`config.mk`:
```
export PLATFORM = sky130hd
export DESIGN_NAME = ppu_vga_scanout
export DESIGN_NICKNAME = d
export VERILOG_FILES = /design/src/rtl/ppu_vga_scanout.sv
export SDC_FILE = /design/constraint.sdc
export NUM_CORES = 1
export LEC_CHECK = 0
export CAP_MARGIN = 20
export CORE_AREA = 4 4 85 63
export DETAILED_ROUTE_END_ITERATION = 6
export DIE_AREA = 0 0 89 67
export PLACE_DENSITY_LB_ADDON = 0.15
export REMOVE_ABC_BUFFERS = 1
export SYNTH_ARGS = -nofsm -noshare
export SYNTH_HDL_FRONTEND = slang
export SYNTH_SLANG_ARGS = --single-unit
```
`constraint.sdc`:
```
create_clock -name clk -period 4.5 [get_ports clk]
set_input_delay 0.675 -clock clk [delete_from_list [all_inputs] [get_ports clk]]
set_output_delay 0.675 -clock clk [all_outputs]
set_load 0.01 [all_outputs]
```
`src/rtl/ppu_vga_scanout.sv`:
```
// ppu_vga_scanout
//
// Read side of the VGA frame memory. Generates 640x480@60 timing from a single
// pixel clock, fetches every NES pixel from the vga_mem read port and drives
// sync, data-enable and 8-bit pixel outputs. The 256x240 NES picture is doubled
// to 512x480 and placed H_OFFSET columns from the left edge. The vblank window
// and a vblank-start pulse are provided for the PPU control logic.
//
// Optional feature macro: SCANOUT_BORDER_EN
//   defined   : visible pixels outside the picture show border_color
//   undefined : those pixels show 0x00 and border_color is ignored
//
// Parameters
//   H_OFFSET     first visible column of the scaled picture (default 64)
//   MEM_LATENCY  read latency of vga_mem in enabled cycles; only 1 is implemented
//
// Ports
//   clk           pixel clock
//   rst           asynchronous reset, active low
//   en            pixel enable; every register holds while low
//   vga_row       frame-memory read row (0..239), combinational from the counters
//   vga_col       frame-memory read column (0..255), combinational from the counters
//   vga_data      read data, valid one enabled cycle after the address
//   border_color  colour of visible non-picture pixels (SCANOUT_BORDER_EN only)
//   pix_data      pixel colour index
//   hsync_n       horizontal sync, active low
//   vsync_n       vertical sync, active low
//   de            high on the 640x480 visible region
//   vblank        high on lines 480..524
//   vblank_start  one-enabled-cycle pulse at the first pixel of line 480
//
// All outputs except the read address trail the counters by two enabled cycles,
// so sync, de, vblank and pix_data stay mutually aligned.

module ppu_vga_scanout #(
   parameter int H_OFFSET    = 64,
   parameter int MEM_LATENCY = 1
) (
   input  logic       clk,
   input  logic       rst,
   input  logic       en,
   output logic [9:0] vga_row,
   output logic [9:0] vga_col,
   input  logic [7:0] vga_data,
   input  logic [7:0] border_color,
   output logic [7:0] pix_data,
   output logic       hsync_n,
   output logic       vsync_n,
   output logic       de,
   output logic       vblank,
   output logic       vblank_start
);

   // Horizontal timing (pixels)
   localparam logic [9:0] H_VISIBLE    = 10'd640;
   localparam logic [9:0] H_SYNC_START = 10'd656;
   localparam logic [9:0] H_SYNC_END   = 10'd752;  // exclusive
   localparam logic [9:0] H_LAST       = 10'd799;

   // Vertical timing (lines)
   localparam logic [9:0] V_VISIBLE    = 10'd480;
   localparam logic [9:0] V_SYNC_START = 10'd490;
   localparam logic [9:0] V_SYNC_END   = 10'd492;  // exclusive
   localparam logic [9:0] V_LAST       = 10'd524;

   localparam logic [9:0]  H_OFF     = 10'(H_OFFSET);
   localparam logic [10:0] PIC_WIDTH = 11'd512;

   // Flags describing one counter position, carried through stage 1.
   typedef struct packed {
      logic pic;
      logic vis;
      logic hsync;
      logic vsync;
      logic vblank;
      logic vbstart;
   } pos_flags_t;

   logic [9:0] hcnt_q, hcnt_d;
   logic [9:0] vcnt_q, vcnt_d;
   logic [9:0] hrel;
   pos_flags_t cur_flags;
   pos_flags_t s1_q;

   logic [7:0] pix_q, pix_d;
   logic       hsync_n_q, vsync_n_q, de_q, vblank_q, vblank_start_q;
   logic [7:0] border_pix;

   // Only a one-cycle memory is supported; the parameter is kept so the
   // instantiation matches the loader side.
   logic unused_mem_latency;
   assign unused_mem_latency = (MEM_LATENCY == 1);

`ifdef SCANOUT_BORDER_EN
   assign border_pix = border_color;
`else
   logic unused_border;
   assign unused_border = ^border_color;
   assign border_pix    = 8'h00;
`endif

   // ---------------------------------------------------------------------
   // Raster counters
   // ---------------------------------------------------------------------
   always_comb begin
      // NOTE: every always_comb output is given a default first so no path
      // leaves it unassigned, which would otherwise infer a latch.
      hcnt_d = hcnt_q;
      vcnt_d = vcnt_q;
      if (en) begin
         if (hcnt_q == H_LAST) begin
            hcnt_d = '0;
            vcnt_d = (vcnt_q == V_LAST) ? '0 : vcnt_q + 10'd1;
         end else begin
            hcnt_d = hcnt_q + 10'd1;
         end
      end
   end

   always_ff @(posedge clk or negedge rst) begin
      // NOTE: state registers use non-blocking assignments so every flop
      // samples the pre-edge values regardless of process ordering.
      if (!rst) begin
         hcnt_q <= '0;
         vcnt_q <= '0;
      end else begin
         hcnt_q <= hcnt_d;
         vcnt_q <= vcnt_d;
      end
   end

   // ---------------------------------------------------------------------
   // Position decode and read address
   // ---------------------------------------------------------------------
   // The upper bound is compared in 11 bits so offsets near the top of the
   // 10-bit range cannot wrap the window end.
   assign hrel = hcnt_q - H_OFF;

   always_comb begin
      cur_flags         = '0;
      cur_flags.vis     = (hcnt_q < H_VISIBLE) && (vcnt_q < V_VISIBLE);
      cur_flags.pic     = (vcnt_q < V_VISIBLE) && (hcnt_q >= H_OFF) &&
                          ({1'b0, hcnt_q} < ({1'b0, H_OFF} + PIC_WIDTH));
      cur_flags.hsync   = (hcnt_q >= H_SYNC_START) && (hcnt_q < H_SYNC_END);
      cur_flags.vsync   = (vcnt_q >= V_SYNC_START) && (vcnt_q < V_SYNC_END);
      cur_flags.vblank  = (vcnt_q >= V_VISIBLE);
      cur_flags.vbstart = (vcnt_q == V_VISIBLE) && (hcnt_q == '0);
   end

   // 2x scaling: each NES pixel is addressed on two columns of two lines.
   assign vga_row = cur_flags.pic ? (vcnt_q >> 1) : '0;
   assign vga_col = cur_flags.pic ? (hrel >> 1)   : '0;

   // ---------------------------------------------------------------------
   // Stage 1: flags travel alongside the memory read
   // ---------------------------------------------------------------------
   always_ff @(posedge clk or negedge rst) begin
      if (!rst) begin
         s1_q <= '0;
      end else if (en) begin
         s1_q <= cur_flags;
      end
   end

   // ---------------------------------------------------------------------
   // Stage 2: output registers; vga_data is valid here for the stage-1 address
   // ---------------------------------------------------------------------
   always_comb begin
      pix_d = 8'h00;
      if (s1_q.pic) begin
         pix_d = vga_data;
      end else if (s1_q.vis) begin
         pix_d = border_pix;
      end
   end

   // vblank_start is a plain enabled register, so a pulse caught by en going
   // low simply holds until the next enabled cycle clears it.
   always_ff @(posedge clk or negedge rst) begin
      if (!rst) begin
         pix_q          <= 8'h00;
         hsync_n_q      <= 1'b1;
         vsync_n_q      <= 1'b1;
         de_q           <= 1'b0;
         vblank_q       <= 1'b0;
         vblank_start_q <= 1'b0;
      end else if (en) begin
         pix_q          <= pix_d;
         hsync_n_q      <= ~s1_q.hsync;
         vsync_n_q      <= ~s1_q.vsync;
         de_q           <= s1_q.vis;
         vblank_q       <= s1_q.vblank;
         vblank_start_q <= s1_q.vbstart;
      end
   end

   assign pix_data     = pix_q;
   assign hsync_n      = hsync_n_q;
   assign vsync_n      = vsync_n_q;
   assign de           = de_q;
   assign vblank       = vblank_q;
   assign vblank_start = vblank_start_q;

endmodule

```
==> results.py <==
metrics = {
    "timing": {
        "post-route-period-util_pct": 77.9,
        "layout_min_cycle_time_ps": 3510,
        "setup_viol": 0,
        "drv_slew": 0,
        "slew_headroom_pct": 42.2,
        "max_clock_freq_mhz": 285,
        "setup_tns_ps": 0,
        "skew_ps": 8.46,
        "tightest_slew_ps": 868,
        "rsz0062_at_grt": "no",
        "hold_viol_final": 0,
        "fin_ws_ps": 993,
    },
    "power_and_ir_drop": {
        "p_comb_share_pct": 22.0,
        "powerDensity_mw_per_mm2": 345,
        "intPower_mw": 0.669,
        "p_leak_nw": 1.15,
        "swShare_pct": 27.8,
        "p_seq_share_pct": 46.4,
        "power_switching_mw": 0.258,
        "ir_drop_mv": 0.264,
        "p_clk_share_pct": 31.6,
    },
    "final_layout": {
        "drive_gt1_share_pct": 12.8,
        "fin_area_mm2": 0.00269,
        "antenna_cells": 0,
        "fin_util_pct": 58.5,
        "nets": 284,
        "syn_to_final_growth_pct": 21.8,
    },
    "global_routing": {
        "grt_antenna_before_repair": 0,
        "grt_max_degree": 40,
        "grt_pass1_vias": 1548,
        "grt.overflow.total": 0,
        "grt_pass1_wl_um": 7450,
        "grtUsageTotal_pct": 16.3,
    },
    "cts": {
        "cts_max_path_buffers": 2,
        "clk_pin_slew_worst_paths_ps": 80,
        "cts_sinks": 39,
        "cts_tree": "yes",
        "root_buffer": "clkbuf_8",
        "worstSkewPairLatency_ps": 290,
        "postCtsSetupBuffers": 0,
        "h-tree-depth": 2,
        "cts_resized": 0,
        "hold_buffers": 0,
        "cts_buffers": 5,
    },
    "die": {
        "rows": 21,
        "start_util_pct": 48.0,
        "core_mm2": 0.00460,
        "io_pins": 52,
        "die_area_mm2": 0.00596,
        "die_h_um": 67,
        "die_width_um": 89,
    },
    "critical_path": {
        "cpMaxStageDelayCell": "and3_1",
        "r2r_start": "hcnt_q[7]$_DFFE_PN0P_",
        "max_stage_delay_ps": 590,
        "worstPathMaxFanout": 18,
        "worstPathCellList": "nor4_1, a311o_1, and3_1, a21boi_0, clkdlybuf4s50_1",
        "r2r_slack_ps": 2290,
        "worst_r2r_endpoint": "s1_q[5]$_DFFE_PN0P_",
        "endpoint_kind": "output pin",
        "critPathRequiredTime_ps": 3830,
        "worstPathArrival_ps": 2830,
        "reg2reg_depth": 6,
        "path_class": "flop to output pin",
        "cp-start-kind": "flop",
    },
    "placement": {
        "place_ws_ps": 1320,
        "hpwl_um": 3130,
        "placed_area_mm2": 0.00258,
        "gp_congestion": 0.827,
        "io_buffers": 40,
    },
    "drt": {
        "viasPerCell": 5.37,
        "wl_per_cell_um": 14.2,
        "drtIter0Drc": 71,
        "routed_wl_um": 4460,
        "drt_pass1_iterations": 4,
        "vias": 1687,
        "ant_nets": 0,
        "remaining_drc_errors": 0,
    },
    "synthesis": {
        "postSynthAreaPerCell_um2": 9.90,
        "synth_warnings": 0,
        "syn_area_mm2": 0.00221,
        "synth_seq_cells": 39,
        "synth_xor_area_share_pct": 3.97,
        "yosysSeqAreaShare_pct": 44.3,
        "synth_mux_area_share_pct": 4.19,
        "synth-simple-area-share_pct": 23.3,
        "synthAdderAreaFrac_pct": 5.10,
        "synth_top_flop_cell": "dfrtp_1",
        "synth_top_family_by_area": "simple AND/OR/NAND/NOR gates",
        "synth-compound-area-share_pct": 10.4,
        "synthCells": 223,
        "synthArstFlopShare_pct": 100,
        "synth_edf_count": 0,
        "synthDistinctLibCells": 49,
    },
    "status": {
        "status": "completed",
    },
    "min_path": {
        "worstHoldPathType": "input port to async pin",
    },
    "run": {
        "maxCapViolations": 0,
    },
}
critical path: cells and delay by family, from the launching register on:
family	cells	cell delay, ps
and+or+nand+nor	2	1020
buffers and inverters	1	560
DFF	1	510
AOI/OAI and AO/OA	2	460
synthesized netlist by cell type (all sizes together), types with 3 or more instances:
library cell	count	area, µm²
and2	16	123
and3	6	42.5
buf	11	91.3
clkbuf	6	22.5
dfrtp	37	926
ha	9	113
inv	20	75.1
mux2	7	82.6
nand2	8	30.0
nand2b	6	45.0
nand3	20	100
nand4	7	43.8
nor2	7	26.3
nor4	3	25.0
o21ai	18	90.1
o22ai	3	18.8
xnor2	6	52.6
xor2	4	35.0
worst max-delay path by stage:
stage / end / start / depth (start not counted) / slack, ps
after floorplan: vga_col[7] / hcnt_q[6]$_DFFE_PN0P_ / 6 / 2120
after global placement: vga_col[7] / hcnt_q[4]$_DFFE_PN0P_ / 5 / 1330
after detailed placement: vga_col[7] / hcnt_q[4]$_DFFE_PN0P_ / 5 / 1320
after CTS: vga_col[7] / hcnt_q[4]$_DFFE_PN0P_ / 5 / 990
final: vga_col[7] / hcnt_q[4]$_DFFE_PN0P_ / 5 / 990
after global routing: vga_col[7] / hcnt_q[4]$_DFFE_PN0P_ / 5 / 780
layout make-up:
class | count | area, µm²
well taps | 57 | 71.3
repair buffers | 41 | 403
fillers | 417 | 1910
multi-input cells | 149 | 1050
clock buffers | 5 | 68.8
clock inverters | 3 | 43.8
inverters | 20 | 75.1
flip-flops and latches | 39 | 978
power by group through the flow:
stage / sequential [mW] / combinational (mW) / clock, mW
finish: 0.430 / 0.204 / 0.293
global route: 0.437 / 0.226 / 0.318
CTS: 0.430 / 0.207 / 0.301
detailed placement: 0.436 / 0.207 / 0
global placement: 0.436 / 0.204 / 0
floorplan: 0.429 / 0.108 / 0
metal layers:
layer	global-route usage, %	share of wire [%]
met1	25.0	52
met2	23.1	42
met3	3.58	5.1
met4	3.53	0.81
met5	0	0
placed cells by master, fill, tap and decap left out, types with 3 or more instances in the layout:
| cell type | synthesis | routed |
|---|---|---|
| and2_1 | 7 | 7 |
| and2_4 | 9 | 9 |
| and3_1 | 5 | 5 |
| clkbuf_8 | 0 | 5 |
| clkdlybuf4s50_1 | 0 | 39 |
| conb_1 | 1 | 3 |
| dfrtp_1 | 37 | 37 |
| ha_1 | 9 | 9 |
| inv_1 | 20 | 20 |
| mux2_2 | 6 | 6 |
| nand2_1 | 8 | 8 |
| nand2b_1 | 5 | 5 |
| nand3_1 | 20 | 20 |
| nand4_1 | 7 | 7 |
| nor2_1 | 7 | 7 |
| o21ai_0 | 17 | 17 |
| o22ai_1 | 3 | 3 |
| xnor2_1 | 6 | 6 |
| xor2_1 | 4 | 4 |
flip-flops by register name, indices dropped and copies added, names as in the netlist:
register and cells:
hcnt_q 10, vcnt_q 10, pix_data 8, s1_q 6, de 1, hsync_n 1
vblank 1, vblank_start 1, vsync_n 1
stage by stage:
step                std cells  total power, mW  hold WS, ps
finish                    314            0.927          489
global placement          306            0.640          489
detailed placement        306            0.643          495
CTS                       314            0.937          514
floorplan                 208            0.536          379
global route              314            0.981          538
logic make-up after synthesis:
group	count (synthesis)
AND/OR/NAND/NOR	83
flip-flops	39
buffers and inverters	37
AO/OA/AOI/OAI	36
XOR/XNOR	10
adder cells (fa/ha/maj)	9
multiplexers	8
other	1
Power figures use the tool's default switching activity.
